[src/rtl/dtlb_fill_ctrl_if.sv]
// Bus bundle for the DTLB fill controller: miss intake, page-walk handshake,
// TLB write port and fault report.
interface dtlb_fill_ctrl_if #(
  parameter int DATA_W = 64,
  parameter int VPN_W  = 50
);
  logic              miss_en;
  logic [VPN_W-1:0]  miss_vpn;
  logic [7:0]        miss_lru;
  logic              busy;
  logic              flush;

  logic              walk_req_en;
  logic [VPN_W-1:0]  walk_req_vpn;
  logic              walk_req_rdy;
  logic              walk_rsp_en;
  logic              walk_rsp_fault;
  logic [DATA_W-1:0] walk_rsp_data0;
  logic [DATA_W-1:0] walk_rsp_data1;

  logic              tlb_write_wen;
  logic [1:0]        tlb_write_way;
  logic [VPN_W-1:0]  tlb_write_vpn;
  logic [DATA_W-1:0] tlb_write_data0;
  logic [DATA_W-1:0] tlb_write_data1;

  logic              fault_en;
  logic [VPN_W-1:0]  fault_vpn;

  modport master (
    input  miss_en, miss_vpn, miss_lru, flush,
    input  walk_req_rdy, walk_rsp_en, walk_rsp_fault, walk_rsp_data0, walk_rsp_data1,
    output busy, walk_req_en, walk_req_vpn,
    output tlb_write_wen, tlb_write_way, tlb_write_vpn, tlb_write_data0, tlb_write_data1,
    output fault_en, fault_vpn
  );

  modport slave (
    output miss_en, miss_vpn, miss_lru, flush,
    output walk_req_rdy, walk_rsp_en, walk_rsp_fault, walk_rsp_data0, walk_rsp_data1,
    input  busy, walk_req_en, walk_req_vpn,
    input  tlb_write_wen, tlb_write_way, tlb_write_vpn, tlb_write_data0, tlb_write_data1,
    input  fault_en, fault_vpn
  );
endinterface

[src/rtl/dtlb_fill_ctrl.sv]
// DTLB miss/fill controller: 2-entry deduplicating miss queue, one outstanding
// page walk, victim-way TLB write or fault report per walk.
module dtlb_fill_ctrl #(
  parameter int DATA_W = 64,
  parameter int VPN_W  = 50
) (
  input  logic           clk,
  input  logic           rst,
  dtlb_fill_ctrl_if.master bus
);

  typedef enum logic [2:0] {IDLE, REQ, WAIT, WRITE, DRAIN} state_t;

  state_t            state, state_nxt;
  logic [VPN_W-1:0]  q_vpn [2];
  logic [1:0]        q_way [2];
  logic [1:0]        q_vld;
  logic [1:0]        count;
  logic              wr_ptr, rd_ptr;
  logic              push, pop, dup;
  logic [VPN_W-1:0]  head_vpn;
  logic [1:0]        head_way;

  logic              rsp_fault_p1;
  logic [DATA_W-1:0] rsp_data0_p1, rsp_data1_p1;

  // Lowest-numbered way whose LRU field is zero, way 0 if none.
  function automatic logic [1:0] pick_victim(input logic [7:0] lru);
    logic [1:0] way;
    way = 2'd0;
    if (lru[7:6] == 2'b00) way = 2'd3;
    if (lru[5:4] == 2'b00) way = 2'd2;
    if (lru[3:2] == 2'b00) way = 2'd1;
    if (lru[1:0] == 2'b00) way = 2'd0;
    return way;
  endfunction

  always_comb begin
    q_vld[0] = (count == 2'd2) || ((count == 2'd1) && (rd_ptr == 1'b0));
    q_vld[1] = (count == 2'd2) || ((count == 2'd1) && (rd_ptr == 1'b1));
  end

  assign dup      = (q_vld[0] && (q_vpn[0] == bus.miss_vpn)) ||
                    (q_vld[1] && (q_vpn[1] == bus.miss_vpn));
  assign push     = bus.miss_en && (count != 2'd2) && !bus.flush && !dup;
  assign pop      = (state == WRITE);
  assign head_vpn = q_vpn[rd_ptr];
  assign head_way = q_way[rd_ptr];
  assign bus.busy = (count == 2'd2);

  always_ff @(posedge clk) begin
    if (rst || bus.flush) begin
      count  <= 2'd0;
      wr_ptr <= 1'b0;
      rd_ptr <= 1'b0;
    end else begin
      if (push) wr_ptr <= ~wr_ptr;
      if (pop)  rd_ptr <= ~rd_ptr;
      count <= count + {1'b0, push} - {1'b0, pop};
    end
  end

  // Queue payload is data: written on enqueue, qualified by count/pointers.
  always_ff @(posedge clk) begin
    if (push) begin
      q_vpn[wr_ptr] <= bus.miss_vpn;
      q_way[wr_ptr] <= pick_victim(bus.miss_lru);
    end
  end

  // Stage p1: walk response held for the WRITE cycle.
  always_ff @(posedge clk) begin
    if ((state == WAIT) && bus.walk_rsp_en) begin
      rsp_fault_p1 <= bus.walk_rsp_fault;
      rsp_data0_p1 <= bus.walk_rsp_data0;
      rsp_data1_p1 <= bus.walk_rsp_data1;
    end
  end

  always_ff @(posedge clk) begin
    if (rst) state <= IDLE;
    else     state <= state_nxt;
  end

  always_comb begin
    state_nxt           = state;
    bus.walk_req_en     = 1'b0;
    bus.walk_req_vpn    = '0;
    bus.tlb_write_wen   = 1'b0;
    bus.tlb_write_way   = 2'd0;
    bus.tlb_write_vpn   = '0;
    bus.tlb_write_data0 = '0;
    bus.tlb_write_data1 = '0;
    bus.fault_en        = 1'b0;
    bus.fault_vpn       = '0;
    case (state)
      IDLE: begin
        if (!bus.flush && (count != 2'd0)) state_nxt = REQ;
      end
      REQ: begin
        if (bus.flush) begin
          state_nxt = IDLE;
        end else begin
          bus.walk_req_en  = 1'b1;
          bus.walk_req_vpn = head_vpn;
          if (bus.walk_req_rdy) state_nxt = WAIT;
        end
      end
      WAIT: begin
        if (bus.flush)            state_nxt = DRAIN;
        else if (bus.walk_rsp_en) state_nxt = WRITE;
      end
      WRITE: begin
        state_nxt = IDLE;
        if (!bus.flush) begin
          if (rsp_fault_p1) begin
            bus.fault_en  = 1'b1;
            bus.fault_vpn = head_vpn;
          end else begin
            bus.tlb_write_wen   = 1'b1;
            bus.tlb_write_way   = head_way;
            bus.tlb_write_vpn   = head_vpn;
            bus.tlb_write_data0 = rsp_data0_p1;
            bus.tlb_write_data1 = rsp_data1_p1;
          end
        end
      end
      DRAIN: begin
        // The walker still owes one response for the flushed request.
        if (!bus.flush && bus.walk_rsp_en) state_nxt = IDLE;
      end
      default: state_nxt = IDLE;
    endcase
  end

endmodule

[src/flat_wrapper.sv]
// flat-port wrapper written by rule: the top's interface ports become plain ports
module dtlb_fill_ctrl_flat 
#(
  parameter int DATA_W = 64,
  parameter int VPN_W  = 50
)
  (clk, rst, bus_miss_en, bus_miss_vpn, bus_miss_lru, bus_flush, bus_walk_req_rdy, bus_walk_rsp_en, bus_walk_rsp_fault, bus_walk_rsp_data0, bus_walk_rsp_data1, bus_busy, bus_walk_req_en, bus_walk_req_vpn, bus_tlb_write_wen, bus_tlb_write_way, bus_tlb_write_vpn, bus_tlb_write_data0, bus_tlb_write_data1, bus_fault_en, bus_fault_vpn);
  dtlb_fill_ctrl_if #(.DATA_W(DATA_W), .VPN_W(VPN_W)) bus_i ();
  input  logic clk;
  input  logic rst;
  input wire logic [$bits(bus_i.miss_en)-1:0] bus_miss_en;
  input wire logic [$bits(bus_i.miss_vpn)-1:0] bus_miss_vpn;
  input wire logic [$bits(bus_i.miss_lru)-1:0] bus_miss_lru;
  input wire logic [$bits(bus_i.flush)-1:0] bus_flush;
  input wire logic [$bits(bus_i.walk_req_rdy)-1:0] bus_walk_req_rdy;
  input wire logic [$bits(bus_i.walk_rsp_en)-1:0] bus_walk_rsp_en;
  input wire logic [$bits(bus_i.walk_rsp_fault)-1:0] bus_walk_rsp_fault;
  input wire logic [$bits(bus_i.walk_rsp_data0)-1:0] bus_walk_rsp_data0;
  input wire logic [$bits(bus_i.walk_rsp_data1)-1:0] bus_walk_rsp_data1;
  output wire logic [$bits(bus_i.busy)-1:0] bus_busy;
  output wire logic [$bits(bus_i.walk_req_en)-1:0] bus_walk_req_en;
  output wire logic [$bits(bus_i.walk_req_vpn)-1:0] bus_walk_req_vpn;
  output wire logic [$bits(bus_i.tlb_write_wen)-1:0] bus_tlb_write_wen;
  output wire logic [$bits(bus_i.tlb_write_way)-1:0] bus_tlb_write_way;
  output wire logic [$bits(bus_i.tlb_write_vpn)-1:0] bus_tlb_write_vpn;
  output wire logic [$bits(bus_i.tlb_write_data0)-1:0] bus_tlb_write_data0;
  output wire logic [$bits(bus_i.tlb_write_data1)-1:0] bus_tlb_write_data1;
  output wire logic [$bits(bus_i.fault_en)-1:0] bus_fault_en;
  output wire logic [$bits(bus_i.fault_vpn)-1:0] bus_fault_vpn;
  assign bus_i.miss_en = bus_miss_en;
  assign bus_i.miss_vpn = bus_miss_vpn;
  assign bus_i.miss_lru = bus_miss_lru;
  assign bus_i.flush = bus_flush;
  assign bus_i.walk_req_rdy = bus_walk_req_rdy;
  assign bus_i.walk_rsp_en = bus_walk_rsp_en;
  assign bus_i.walk_rsp_fault = bus_walk_rsp_fault;
  assign bus_i.walk_rsp_data0 = bus_walk_rsp_data0;
  assign bus_i.walk_rsp_data1 = bus_walk_rsp_data1;
  assign bus_busy = bus_i.busy;
  assign bus_walk_req_en = bus_i.walk_req_en;
  assign bus_walk_req_vpn = bus_i.walk_req_vpn;
  assign bus_tlb_write_wen = bus_i.tlb_write_wen;
  assign bus_tlb_write_way = bus_i.tlb_write_way;
  assign bus_tlb_write_vpn = bus_i.tlb_write_vpn;
  assign bus_tlb_write_data0 = bus_i.tlb_write_data0;
  assign bus_tlb_write_data1 = bus_i.tlb_write_data1;
  assign bus_fault_en = bus_i.fault_en;
  assign bus_fault_vpn = bus_i.fault_vpn;
  dtlb_fill_ctrl #(.DATA_W(DATA_W), .VPN_W(VPN_W)) u_core (.clk(clk), .rst(rst), .bus(bus_i));
endmodule
[config.mk]
export PLATFORM = sky130hd
export DESIGN_NAME = dtlb_fill_ctrl_flat
export DESIGN_NICKNAME = d
export VERILOG_FILES = /design/src/rtl/dtlb_fill_ctrl_if.sv /design/src/rtl/dtlb_fill_ctrl.sv /design/src/flat_wrapper.sv
export SDC_FILE = /design/constraint.sdc
export NUM_CORES = 1
export LEC_CHECK = 0
export ABC_AREA = 1
export CORE_AREA = 2 2 186 188
export DETAILED_ROUTE_END_ITERATION = 8
export DIE_AREA = 0 0 188 190
export PLACE_DENSITY = 0.72
export SLEW_MARGIN = 20
export SYNTH_ARGS = -nofsm -noshare
export SYNTH_HDL_FRONTEND = slang
export SYNTH_SLANG_ARGS = --single-unit
[constraint.sdc]
create_clock -name clk -period 14.3 [get_ports clk]
set_input_delay 2.86 -clock clk [delete_from_list [all_inputs] [get_ports clk]]
set_output_delay 2.86 -clock clk [all_outputs]
set_load 0.05 [all_outputs]
==> impl_metrics.ini <==
[status]
outcome = finished, final reports clean

[pwr]
p_sw_frac = 0.211
p_int_uw = 1290
power_frac_comb = 0.072
power.density_nw_per_um2 = 91.7
p_leak_uw = 0.00702
power_uw = 1630
pwr-share-clk = 0.443
peakVddDrop_uv = 71.9
seq_power_share = 0.485
p_sw_uw = 343

[logic_synthesis]
ys_warn_count = 0
synth_most_common_cell = nor2_1
syn_area_um2 = 11600
synthCells = 1205
async_reset_ff_frac = 0
synth_ff_type = edfxtp_1
synth_edf_count = 233
yosys.area.top_type = edfxtp_1
ys_types = 26
ys_top_cells_by_area = edfxtp_1 60%, nor2_1 7.9%, inv_1 7.1%
ys_ff_latch = 241
synth_top_cells_by_count = 246 x nor2_1, 233 x edfxtp_1, 219 x inv_1, 206 x nand2_1, 100 x nor2_2
syn_avg_cell_area_um2 = 9.67
synth-seq-area-share = 0.614
yosysTopAreaCellShare = 0.601
synth_nets = 1400

[timing]
setup_viol = 0
hold_violations = 0
fin_skew_ns = 0.0105
finalCritPeriodShare = 0.619
setup-tns-final_ns = 0
min_period_ns = 8.85
relSlewSlack = 0.281
fmax_mhz = 113
hold_ws_ns = 0.492
worstMarginPinSlew_ns = 1.08
slew_viol_final = 0
rsz0062_at_grt = no

[clock_network]
cts_hold_buf = 0
clock_latency_ns = 0.53
numCtsBuffers = 27
h-tree-depth = 1
root_buffer = clkbuf_16
clk_pin_slew_ns = 0.06
cts_setup_buffers = 0
cts_tree = built
post_cts_resized = 0
max-clock-path-buffers = 3
clock_sinks = 241

[finish]
area.sequential_um2 = 7160
drive_gt1_frac = 0.0984
design_area_um2 = 17800
syn_to_final_growth_pct = 52.5
num-fill-cells = 2937
multiInputGateArea_um2 = 3450
nNetsFinal = 1873
stdcell_count = 2155

[floorplan]
num_rows = 68
die_h_um = 190
core-area_um2 = 33900
die-area_um2 = 35700
initial_core_util = 0.343
die_width_um = 188
io_pins = 477

[drt]
ant_nets = 0
wire_per_inst_um = 16.2
drt_pass1_iterations = 4
vias_per_cell = 4.38
wirelength_mm = 34.9
route.detailed.drc = 0
drtIter0Drc = 443
vias = 9436

[place]
post-dp-hpwl_mm = 26.6
dp.cells = 2104
gp_congestion = 0.878
portBuffers = 476
place_area_um2 = 16800

[worst_setup_path]
worstSetupEndpointType = primary output
arrival_ns = 5.99
start_kind = input pin
worst-path-max-fanout = 105
critPathKind = input pin to primary output
worstPathRequired_ns = 11.44

[worst_hold_path]
hold_path_class = flip-flop to flip-flop

[run]
maxCapViolCount = 0

[global_routing]
antenna_found_initial = 3
grt_pass1_vias = 9261
gr-total-overflow = 0
grt_use_total = 0.187
grt_pass1_wl_mm = 51.7
grt_max_degree = 106
==> state kept, by name, summed over array words and instances, names as in the netlist, named ones only <==
name / flops
u_core.q_way: 4
u_core.rsp_data0_p1: 64
u_core.rsp_fault_p1: 1
u_core.rd_ptr: 1
u_core.state: 3
u_core.wr_ptr: 1
u_core.q_vpn: 100
u_core.rsp_data1_p1: 64
u_core.count: 2
==> path summary, 6_finish.rpt <==
| path | startpoint | to | slack [ns] | depth (start not counted) |
|---|---|---|---|---|
| setup / recovery | bus_flush | bus_tlb_write_data0[20] | 5.45 | 6 |
| hold / removal | u_core.rd_ptr$_SDFFE_PP0P_ | u_core.rd_ptr$_SDFFE_PP0P_ | 0.49 | 1 |
| setup reg to reg | u_core.q_vpn[0][11]$_DFFE_PP_ | u_core.q_vpn[0][20]$_DFFE_PP_ | 11.77 | 10 |
| hold reg to reg | u_core.rd_ptr$_SDFFE_PP0P_ | u_core.rd_ptr$_SDFFE_PP0P_ | 0.49 | 1 |
==> cells by family (layout without fill, tap and decap cells) <==
group                    count (synthesis)  after routing  synth area share
XOR/XNOR                                57             57            0.0429
AND/OR/NAND/NOR                        577            577             0.213
multiplexers                            16             16            0.0137
other                                    0              2                 0
adder cells (fa/ha/maj)                  2              2           0.00215
flip-flops                             241            241             0.614
buffers and inverters                  261            754            0.0914
AO/OA/AOI/OAI                           51             51            0.0227
==> layout make-up <==
cell class	instances	area share
clock buffers	28	0.0383
repair buffers	482	0.271
inverters	223	0.0476
multi-input cells	703	0.194
clock inverters	21	0.0137
flip-flops and latches	241	0.403
diodes	2	0.000282
well taps	455	0.0321
==> per-stage QoR <==
step,worst slack [ns],utilization
2_1_floorplan,5.43,-
3_3_place_gp,5.56,0.496
3_5_place_dp,5.43,0.496
4_1_cts,5.41,0.523
5_1_grt,5.19,0.523
6_report,5.45,0.523
==> worst max-delay path: stages <==
cell and delay (ns):
clkdlybuf4s50_1 0.64, nor3_2 0.14, inv_8 0.51, buf_4 0.92, nor2_1 0.10, clkdlybuf4s50_1 0.75
==> power groups by stage <==
stage / Clock, µW / Combinational [µW] / Sequential [µW]
after CTS: 741 / 119 / 789
after floorplan: 0 / 41.4 / 804
after detailed placement: 0 / 118 / 804
final: 722 / 117 / 789
after global placement: 0 / 114 / 803
after global routing: 773 / 128 / 789
==> cells in the final DEF (no fill, tap or decap), drive strengths merged, types with 12 or more instances in the layout <==
cell type / n
xor2: 24
inv: 225
nor2: 346
xnor2: 33
nand2: 206
clkbuf: 28
nand3: 12
edfxtp: 233
mux2i: 16
o21ai: 40
clkdlybuf4s50: 476
==> per-layer routing <==
layer | GRT usage | wire (µm) | part of all wire | vias up
met5 | 0 | 0 | 0 | -
met1 | 0.214 | 13300 | 0.38 | 4353
li1 | - | - | - | 4669
met3 | 0.0384 | 2440 | 0.070 | 40
met2 | 0.355 | 18500 | 0.53 | 374
met4 | 0.0463 | 541 | 0.016 | 0
(Power assumes the default switching activity.)
